$ cat src/rtl/fetch_stage.sv
// fetch_stage: instruction fetch stage in front of a combinational instruction ROM.
// Holds the byte PC, presents the word address to the ROM and registers the
// returned instruction and its PC into a single-entry valid/ready buffer for decode.
// Supports redirect with flush, start/halt control and halt-instruction detection.
//
// Optional feature macro: FETCH_PERF_EN (adds the fetch_count output).
//
// Ports:
//   clk, rst_n          clock, asynchronous active-low reset
//   start               pulse: IDLE -> RUN
//   imem_addr[5:0]      word address to the ROM (pc[7:2])
//   imem_instr[31:0]    instruction returned by the ROM for imem_addr
//   redirect_valid      branch/jump taken this cycle (highest priority)
//   redirect_pc[31:0]   target byte address, bits [1:0] ignored
//   out_valid           out_instr/out_pc hold a valid instruction
//   out_ready           decode accepts this cycle
//   out_instr[31:0]     registered instruction
//   out_pc[31:0]        byte PC of out_instr
//   halted              high while in HALTED
//   fetch_count[31:0]   accepted-instruction counter (FETCH_PERF_EN only)
module fetch_stage #(
    parameter logic [31:0] RESET_PC   = 32'h0000_0000,
    parameter logic [31:0] HALT_INSTR = 32'hFFFF_FFFF
) (
    input  logic        clk,
    input  logic        rst_n,
    input  logic        start,
    output logic [5:0]  imem_addr,
    input  logic [31:0] imem_instr,
    input  logic        redirect_valid,
    input  logic [31:0] redirect_pc,
    output logic        out_valid,
    input  logic        out_ready,
    output logic [31:0] out_instr,
    output logic [31:0] out_pc,
    output logic        halted
`ifdef FETCH_PERF_EN
    ,
    output logic [31:0] fetch_count
`endif
);

    localparam int unsigned PC_W   = 32;
    localparam int unsigned ADDR_W = 6;

    typedef enum logic [1:0] {
        S_IDLE   = 2'd0,
        S_RUN    = 2'd1,
        S_HALTED = 2'd2
    } state_t;

    state_t          state_q, state_d;
    logic [PC_W-1:0] pc_q, pc_d;
    logic            valid_d;
    logic [31:0]     instr_d;
    logic [PC_W-1:0] opc_d;
    logic            halted_d;
    logic            fire;

    // Word address is a straight slice of the byte PC, so it wraps every 256 bytes.
    assign imem_addr = pc_q[ADDR_W+1:2];

    // Next-state, PC and output-buffer logic; redirect overrides everything.
    always_comb begin
        state_d  = state_q;
        pc_d     = pc_q;
        valid_d  = out_valid;
        instr_d  = out_instr;
        opc_d    = out_pc;
        halted_d = halted;
        fire     = 1'b0;

        if (redirect_valid) begin
            // Flush the buffered entry even if decode is ready this cycle.
            pc_d    = redirect_pc & ~PC_W'(3);
            valid_d = 1'b0;
            if (state_q == S_IDLE && !start) begin
                state_d = S_IDLE;
            end else begin
                state_d = S_RUN;
            end
        end else begin
            case (state_q)
                S_IDLE: begin
                    if (start) begin
                        state_d = S_RUN;
                    end
                end
                S_RUN: begin
                    fire = !out_valid || out_ready;
                    if (fire) begin
                        instr_d = imem_instr;
                        opc_d   = pc_q;
                        valid_d = 1'b1;
                        pc_d    = pc_q + PC_W'(4);
                        if (imem_instr == HALT_INSTR) begin
                            state_d = S_HALTED;
                        end
                    end
                end
                S_HALTED: begin
                    if (out_valid && out_ready) begin
                        valid_d = 1'b0;
                    end
                end
                default: begin
                    state_d = S_IDLE;
                end
            endcase
        end

        halted_d = (state_d == S_HALTED);
    end

    // State, PC and output buffer registers.
    always_ff @(posedge clk or negedge rst_n) begin
        if (!rst_n) begin
            state_q   <= S_IDLE;
            pc_q      <= RESET_PC;
            out_valid <= 1'b0;
            out_instr <= 32'd0;
            out_pc    <= 32'd0;
            halted    <= 1'b0;
        end else begin
            state_q   <= state_d;
            pc_q      <= pc_d;
            out_valid <= valid_d;
            out_instr <= instr_d;
            out_pc    <= opc_d;
            halted    <= halted_d;
        end
    end

`ifdef FETCH_PERF_EN
    logic [31:0] count_d;

    // Count accepted instructions; a flushed entry is never counted. Saturates.
    always_comb begin
        count_d = fetch_count;
        if (out_valid && out_ready && !redirect_valid && fetch_count != 32'hFFFF_FFFF) begin
            count_d = fetch_count + 32'd1;
        end
    end

    always_ff @(posedge clk or negedge rst_n) begin
        if (!rst_n) begin
            fetch_count <= 32'd0;
        end else begin
            fetch_count <= count_d;
        end
    end
`endif

endmodule

$ cat config.mk
export PLATFORM = sky130hd
export DESIGN_NAME = fetch_stage
export DESIGN_NICKNAME = d
export VERILOG_FILES = /design/src/rtl/fetch_stage.sv
export SDC_FILE = /design/constraint.sdc
export NUM_CORES = 1
export LEC_CHECK = 0
export ABC_CLOCK_PERIOD_IN_PS = 2400
export CAP_MARGIN = 10
export CORE_MARGIN = 1
export CORE_UTILIZATION = 30
export CTS_BUF_LIST = sky130_fd_sc_hd__clkbuf_4
export CTS_CLUSTER_DIAMETER = 60
export DETAILED_ROUTE_END_ITERATION = 12
export SLEW_MARGIN = 20
export SYNTH_ARGS = -nofsm -noshare
export SYNTH_HDL_FRONTEND = slang
export SYNTH_SLANG_ARGS = --single-unit
$ cat constraint.sdc
create_clock -name clk -period 2.4 [get_ports clk]
set_input_delay 0.48 -clock clk [delete_from_list [all_inputs] [get_ports clk]]
set_output_delay 0.48 -clock clk [all_outputs]
set_load 0.01 [all_outputs]
## Word level (Yosys, flattened, before mapping)

Index checks and enable logic that the tools add are counted.

| storage, ports and cells | value |
|---|---|
| flip-flop bits (word level) | 100 |
| word-level logic and storage cells | 39 |

| operators by class | value |
|---|---|
| mux-type cells | 13 |
| reductions and logical operators | 12 |
| add/sub/neg operators | 1 |
| bitwise operators | 1 |
| equality and inequality tests | 6 |

Operators by type and width:

| kind | count |
|---|---|
| $mux 32 | 3 |
| $add 32x3->32 const B | 1 |
| $eq 32x32->1 const B | 1 |
| $mux 2 | 4 |
| $ne 3x3->1 const B | 2 |
| $pmux 2 s3 | 1 |
| $reduce_and 3->1 | 2 |
| $eq 2x2->1 const B | 2 |
| $mux 1 | 4 |
| $reduce_bool 2->1 | 2 |
| $reduce_bool 3->1 | 1 |
| $eq 2x1->1 const B | 1 |
| $logic_and 1x1->1 | 2 |
| $logic_not 1->1 | 2 |
| $logic_not 2->1 | 1 |
| $pmux 1 s2 | 1 |
| $reduce_and 2->1 | 1 |
| $logic_or 1x1->1 | 1 |
| $not 1->1 | 1 |

## Longest topological paths before layout

Gate-level depths: netlist of the first run.

| logic depth | value |
|---|---|
| depth after elaboration | 6 |
| depth in mapped cells | 6 |
| gate-level depth less buffers | 5 |

## Least setup slack after synthesis of the first run

No wires, ideal clock.

| timing path | value |
|---|---|
| path kind | reg2reg |
| start point | reg out_valid |
| end point | reg pc_q[23] |
| path buffers | 1 |
| stages on the path, launching flop included | 7 |
| setup time | 0.125 ns |
| required time | 2.275 ns |
| arrival time | 1.798 ns |
| slack | 0.477 ns |
| cells stage by stage | dfrtp_1 > nor2b_1 > or3_1 > clkbuf_1 > nor4_1 > xor2_1 > mux2_2 |

| on the way | value |
|---|---|
| cells in the longest elaborated chain, start to end | 4 |

RTL lines:

| element | RTL line | text |
|---|---|---|
| start, declared | 32 | `output logic out_valid,` |
| start signal, assigned | 127 | `out_valid <= valid_d;` |
| $logic_not 1->1 | 90 | `fire = !out_valid \|\| out_ready;` |
| $logic_or 1x1->1 | 90 |  |
| $reduce_bool 2->1 (no line) | n/a |  |
| $reduce_and 2->1 (no line) | n/a |  |
| end signal, assigned | 126 | `pc_q <= pc_d;` |
| end, declared | 53 | `logic [PC_W-1:0] pc_q, pc_d;` |

No other way between the ends.
A chain may end at the register's enable or synchronous reset.

## Worst setup path in the final report of the first run

| timing path | value |
|---|---|
| start point | reg pc_q[8] |
| end point | reg pc_q[23] |

| on the way | value |
|---|---|
| cells in the longest elaborated chain, start to end | 4 |

RTL lines:

| element | RTL line | text |
|---|---|---|
| $add 32x3->32 | 95 | `pc_d = pc_q + PC_W'(4);` |
| $mux 32 | 91 | `if (fire) begin` |
| $mux 32 | 83 | `case (state_q)` |
| $mux 32 | 73 | `if (redirect_valid) begin` |

No other way between the ends. The select of a mux whose other input is x is not followed.

==> results of run 1 <==
-- layout by cell type, fill, tap and decap left out, drive strengths merged --
| cell | instances |
|---|---|
| a21oi | 3 |
| and3 | 3 |
| and2 | 1 |
| clkinvlp | 1 |
| o21ai | 29 |
| nor3 | 7 |
| or2 | 2 |
| diode | 1 |
| clkbuf | 10 |
| nor2b | 3 |
| or3 | 1 |
| dlygate4sd3 | 1 |
| bufinv | 1 |
| nor4 | 13 |
| and4 | 2 |
| nor2 | 8 |
| ha | 1 |
| clkdlybuf4s50 | 134 |
| nand4 | 18 |
| o32a | 1 |
| nand2 | 42 |
| nand2b | 3 |
| a41oi | 1 |
| dfrtp | 96 |
| clkinv | 4 |
| mux2i | 1 |
| inv | 1 |
| nand3 | 12 |
| or4 | 1 |
| conb | 2 |
| mux2 | 63 |
| xor2 | 9 |
| xnor2 | 20 |
| buf | 17 |
-- final cells by class --
class | instances | area [um^2]
multi-input combinational | 246 | 1814
clock inverter | 6 | 60.06
timing repair buffer | 152 | 1514
inverter | 1 | 3.754
tap | 180 | 225.2
fill | 1359 | 7891
antenna | 1 | 2.502
clock buffer | 10 | 75.07
sequential | 96 | 2402
-- routing by layer --
metal | vias up | wire length [um] | global-route usage (%)
li1 | 1573 | - | -
met1 | 1583 | 4689 | 18.81
met2 | 83 | 5265 | 25.14
met3 | 12 | 740 | 4.461
met4 | 0 | 177 | 6.860
met5 | - | 0 | 0
-- cell families (layout without fill, tap and decap cells) --
| group | Yosys count | after routing | share of synthesized area (%) |
|---|---|---|---|
| AO/OA/AOI/OAI | 34 | 34 | 4.120 |
| XOR/XNOR | 29 | 29 | 5.849 |
| flip-flops | 96 | 96 | 55.32 |
| adder cells (fa/ha/maj) | 1 | 1 | 0.2881 |
| multiplexers | 64 | 64 | 16.57 |
| other | 1 | 3 | 0.08635 |
| AND/OR/NAND/NOR | 116 | 116 | 14.67 |
| buffers and inverters | 24 | 169 | 3.112 |
-- sequential cells by signal, indices dropped and copies added, names as in the netlist --
signal and flops:
halted 1, out_instr 32, out_pc 30, out_valid 1, pc_q 30, state_q 2
-- stage by stage --
step	power, uW	util, %	hold slack [ps]	setup slack [ps]	cells
5_1_grt	4097	43.57	518.6	112.4	691
3_5_place_dp	3043	42.53	494.0	83.58	674
6_report	3876	43.59	492.9	296.4	692
3_3_place_gp	3015	42.53	489.8	95.09	674
4_1_cts	3938	43.57	477.1	287.1	691
2_1_floorplan	2415	-	184.4	477.3	366
-- how the worst max path moves through the flow --
stage	from	endpoint	slack, ps	cells past startpoint
3_5_place_dp	out_ready	pc_q[27]	80	7
5_1_grt	pc_q[8]	pc_q[23]	110	5
3_3_place_gp	out_ready	pc_q[23]	100	6
2_1_floorplan	out_valid	pc_q[23]	480	6
6_report	pc_q[8]	pc_q[23]	300	5
4_1_cts	pc_q[5]	imem_addr[3]	290	2
-- worst max-delay path, cell delays in order, from the launching register on --
cell and delay (ps):
sky130_fd_sc_hd__dfrtp_1 460, sky130_fd_sc_hd__nand3_1 180, sky130_fd_sc_hd__or4_4 630, sky130_fd_sc_hd__nor4_1 360, sky130_fd_sc_hd__xor2_1 100, sky130_fd_sc_hd__mux2_2 270
-- report_power, final --
group          internal [uW]  leakage, uW  total [uW]  switching (uW)
sequential              1830      0.00115        1990             158
clock                    324    0.0000738         880             556
combinational            622      0.00115        1010             383
total                   2780      0.00237        3880            1100
==> out/summary.txt, run 1 <==
Run status: finished, final reports clean
Count of pins on the block boundary: 141
Routed via count: 3251
Dominant cell by count in the synthesized netlist: sky130_fd_sc_hd__dfrtp_1
TNS Setup: 0 ps
Root Driver: sky130_fd_sc_hd__clkbuf_4
Number of maximum-capacitance constraint violations: 0
VDD IR max: 276.3 uV
Max Fanout on Critical Path: 11
Core region area: 0.01399 mm^2
Post-CTS clock slew at the launch and capture registers of the worst setup and hold paths: 150 ps
Area contributors post-synth: sky130_fd_sc_hd__dfrtp_1, sky130_fd_sc_hd__mux2_2, sky130_fd_sc_hd__xnor2_1
Top FF cell, synth: sky130_fd_sc_hd__dfrtp_1
Aggregate global routing overflow: 0
Gate count after technology mapping: 365
Area of the die: 0.01496 mm^2
Detailed-route wire length: 10.87 mm
Total count of hold-check failures in the final report: 0
Clock buffer count from CTS: 9
Number of antenna-violating nets in the routed design: 0
CTS H-Tree Depth: 3
Async S/R FF share, synth: 100.0%
Required time of the critical path: 2780 ps
Pwr per Cell Area: 635.7 mW/mm^2
Period Utilization, post-route: 87.65%
Largest net degree at the start of global routing: 64
Final Cell Area: 0.006097 mm^2
Critical path class: reg2reg
Worst slew slack as a fraction of its limit: 61.04%
Die span in y: 122.3 um
Post-detailed-placement half-perimeter wirelength: 8.070 mm
Longest Clk Path Bufs: 2
CTS tree: done
Layout Nets: 576
Mean Syn Cell Area: 11.90 um^2
Detail-routed net length per standard cell: 15.71 um
Number of buffers inserted by post-CTS setup repair: 0
Clock latency on the worst-skew pair: 470 ps
Maximum clock skew at final layout: 17.64 ps
Rows: 43
Residual DRC count: 0
Netlist Area Pre-Place: 0.004343 mm^2
Netlist cell types: 33
Startpoint class of the critical path: flip-flop
Biggest area consumer among synthesized cells: sky130_fd_sc_hd__dfrtp_1
Leading post-synthesis cells by instance count: sky130_fd_sc_hd__dfrtp_1, sky130_fd_sc_hd__mux2_2, sky130_fd_sc_hd__nand2_1, sky130_fd_sc_hd__xnor2_1, sky130_fd_sc_hd__o21ai_0
Setup repair after global routing missed its margin: false
Proportion of layout cells with a drive suffix above 1: 20.74%
Clk sinks: 96
Antenna violations before repair: 0
Post-CTS Hold Buffers: 1
Number of search-and-repair iterations in the first detailed-routing pass: 4
Number of cells on the worst reg-to-reg path: 5
Area growth from synthesis to layout: 40.39%
Origin of the critical flop-to-flop path: pc_q[8]
Element type at the critical path end: flip-flop
Port bufs: 136
Type of the tightest min-delay check: in2async
Post-synthesis sequential element count: 96
Shortest period the worst path allows: 2104 ps
Dpl cell area: 0.005949 mm^2
Arr. time, crit path: 2480 ps
FMAX: 0.4754 GHz
Top-area cell type share of the netlist area: 55.32%
Effective utilization at floorplan: 31.05%
Number of failing setup endpoints in the final timing report: 0
Final RePlAce weighted congestion: 0.7812
PostCTS Resize Cnt: 0
Portion of the post-synthesis area used by sequential elements: 55.32%
Vias in the first global route: 3423
FF-to-FF setup slack: 300 ps
Global-route wire length before repair: 17.37 mm
Max Transition Viols Final: 0
Violation count after the first detailed-route iteration: 140
Die X: 122.3 um
Worst-margin pin slew: 584.4 ps
Destination of the worst register-to-register timing path: pc_q[23]
Gr usage total: 15.41%
Count of warnings emitted by yosys: 0
Leak pwr: 0.002370 uW
Number of enable flip-flop cells after synthesis: 0
Via density per instance: 4.698
Note: power is estimated with default switching activity, not from simulation.
==> inputs of run 2 (changes only) <==
CORE_UTILIZATION = 48   (was 30)
PLACE_DENSITY = 0.83   (was not set)
==> run 2 against run 1 <==
Against the previous run: critical endpoint unchanged; combinational power is essentially flat; register-to-register slack is essentially flat; clock skew grew 2.6 ps; worst setup slack lost 2.0 ps; total power shrank 3.2%; highest routed layer unchanged.
==> out/summary.txt, run 2 (same netlist as run 1, synthesis figures left out) <==
Run status: finished, final reports clean
Pwr per Cell Area: 630.6 mW/mm^2
Number of search-and-repair iterations in the first detailed-routing pass: 4
Max reg flops: 32
Element type at the critical path end: flip-flop
Critical path class: reg2reg
Switching share of power: 29.10%
Die X: 97.12 um
Leak pwr: 0.002340 uW
Violation count after the first detailed-route iteration: 148
Share of the core filled with cells: 68.26%
Number of maximum-capacitance constraint violations: 0
Worst slew slack as a fraction of its limit: 62.97%
Biggest registers after layout: out_instr (32), out_pc (30), pc_q (30)
TNS Setup: 0 ps
Area taken by flip-flops and latches: 0.002402 mm^2
Net switching power: 1092 uW
CTS tree: done
CTS H-Tree Depth: 3
Number of antenna-violating nets in the routed design: 0
Combinational share of power: 26.3%
FMAX: 0.4749 GHz
Fraction of power consumed by sequential logic: 53.1%
Clock latency on the worst-skew pair: 450 ps
Final Cell Area: 0.005953 mm^2
VDD IR max: 351.8 uV
Sum of internal, switching and leakage power: 3754 uW
Post-detailed-placement half-perimeter wirelength: 7.462 mm
Root Driver: sky130_fd_sc_hd__clkbuf_4
Longest Clk Path Bufs: 2
Required time of the critical path: 2740 ps
Aggregate global routing overflow: 0
Port bufs: 136
Via density per instance: 5.283
Most common cell after layout, fill and taps aside: sky130_fd_sc_hd__clkdlybuf4s50_1
Number of failing setup endpoints in the final timing report: 0
Routed via count: 3249
Register with the most flip-flops: out_instr
Internal power component: 2661 uW
Count of pins on the block boundary: 141
Detail-routed net length per standard cell: 16.32 um
Final RePlAce weighted congestion: 0.7911
Area of the die: 0.009432 mm^2
Dpl cell area: 0.005829 mm^2
Antenna violations before repair: 0
Power share of the clock group: 20.5%
Effective utilization at floorplan: 49.80%
Global-route wire length before repair: 17.06 mm
Setup repair after global routing missed its margin: false
Startpoint class of the critical path: flip-flop
Max Fanout on Critical Path: 11
Vias in the first global route: 3438
Post-CTS clock slew at the launch and capture registers of the worst setup and hold paths: 150 ps
Shortest period the worst path allows: 2106 ps
Max Transition Viols Final: 0
Die span in y: 97.12 um
Period Utilization, post-route: 87.74%
Core region area: 0.008721 mm^2
Arr. time, crit path: 2450 ps
Total count of hold-check failures in the final report: 0
Highest-count cells in the layout ignoring fill and taps: sky130_fd_sc_hd__clkdlybuf4s50_1, sky130_fd_sc_hd__dfrtp_1, sky130_fd_sc_hd__mux2_2
Detailed-route wire length: 10.04 mm
PostCTS Resize Cnt: 0
Rows: 34
Filler cell count in the final layout: 659
Largest net degree at the start of global routing: 64
Area growth from synthesis to layout: 37.08%
Clock buffer count from CTS: 9
Gr usage total: 22.85%
Proportion of layout cells with a drive suffix above 1: 19.72%
Worst-margin pin slew: 555.4 ps
Total area of multi-input combinational cells: 0.001814 mm^2
Residual DRC count: 0
Layout Nets: 572
Type of the tightest min-delay check: reg2reg
Clk sinks: 96
Diode insertion count for antenna repair: 0
Maximum clock skew at final layout: 20.22 ps
-- run 2: changes by cell type in the layout (fill, tap and decap cells not counted), moves of 2 or more --
cell	before	now
sky130_fd_sc_hd__buf_4	13	9
sky130_fd_sc_hd__clkinv_2	2	0
sky130_fd_sc_hd__clkinv_1	1	3
sky130_fd_sc_hd__inv_6	0	2
-- run 2: timing repair --
action                    in CTS  in global routing
hold buffers                   1                  0
hold endpoints to repair       6                  0
buffers inserted               0                  0
-- run 2: path summary, 6_finish.rpt --
check / to / from / slack, ps / cells past startpoint
max in group asynchronous: out_instr[8] / rst_n / 1190 / 3
min: out_instr[11] / out_instr[11] / 520 / 1
min in group asynchronous: pc_q[14] / rst_n / 530 / 2
max: pc_q[23] / pc_q[8] / 290 / 5
max reg2reg: pc_q[23] / pc_q[8] / 290 / 5
min reg2reg: out_instr[11] / out_instr[11] / 520 / 1
-- run 2: power groups by stage --
stage	Clock (uW)	Combinational [uW]	Sequential, uW
6_report	771	988	1990
5_1_grt	853	1060	2030
4_1_cts	795	1000	2000
3_5_place_dp	0	996	2030
3_3_place_gp	0	972	2010
2_1_floorplan	0	335	2080
-- run 2: through the flow --
stage | cells | hold slack [ps] | setup WS (ps)
5_1_grt | 615 | 541.3 | 183.1
6_report | 615 | 523.5 | 294.3
3_3_place_gp | 598 | 489.3 | 108.2
2_1_floorplan | 366 | 184.4 | 477.3
4_1_cts | 615 | 527.8 | 291.7
3_5_place_dp | 598 | 494.7 | 84.44
-- run 2: worst max-delay path, stage by stage, from the launching register on --
cell	delay [ps]
sky130_fd_sc_hd__dfrtp_1	470
sky130_fd_sc_hd__nand3_1	170
sky130_fd_sc_hd__or4_4	630
sky130_fd_sc_hd__nor4_1	360
sky130_fd_sc_hd__xor2_1	110
sky130_fd_sc_hd__mux2_2	270
-- run 2: cell type report --
class | count | area share, %
sequential | 96 | 40.35
multi-input combinational | 246 | 30.47
timing repair buffer | 148 | 24.93
tap | 108 | 2.270
inverter | 1 | 0.06305
clock inverter | 7 | 0.7776
clock buffer | 9 | 1.135
-- run 2: routing by layer --
| layer | vias up | part of all wire (%) | track usage, % |
|---|---|---|---|
| met5 | - | 0 | 0 |
| met4 | 0 | 1.6 | 8.840 |
| met3 | 13 | 4.2 | 4.245 |
| met2 | 86 | 52 | 38.52 |
| met1 | 1594 | 43 | 29.26 |
| li1 | 1556 | - | - |
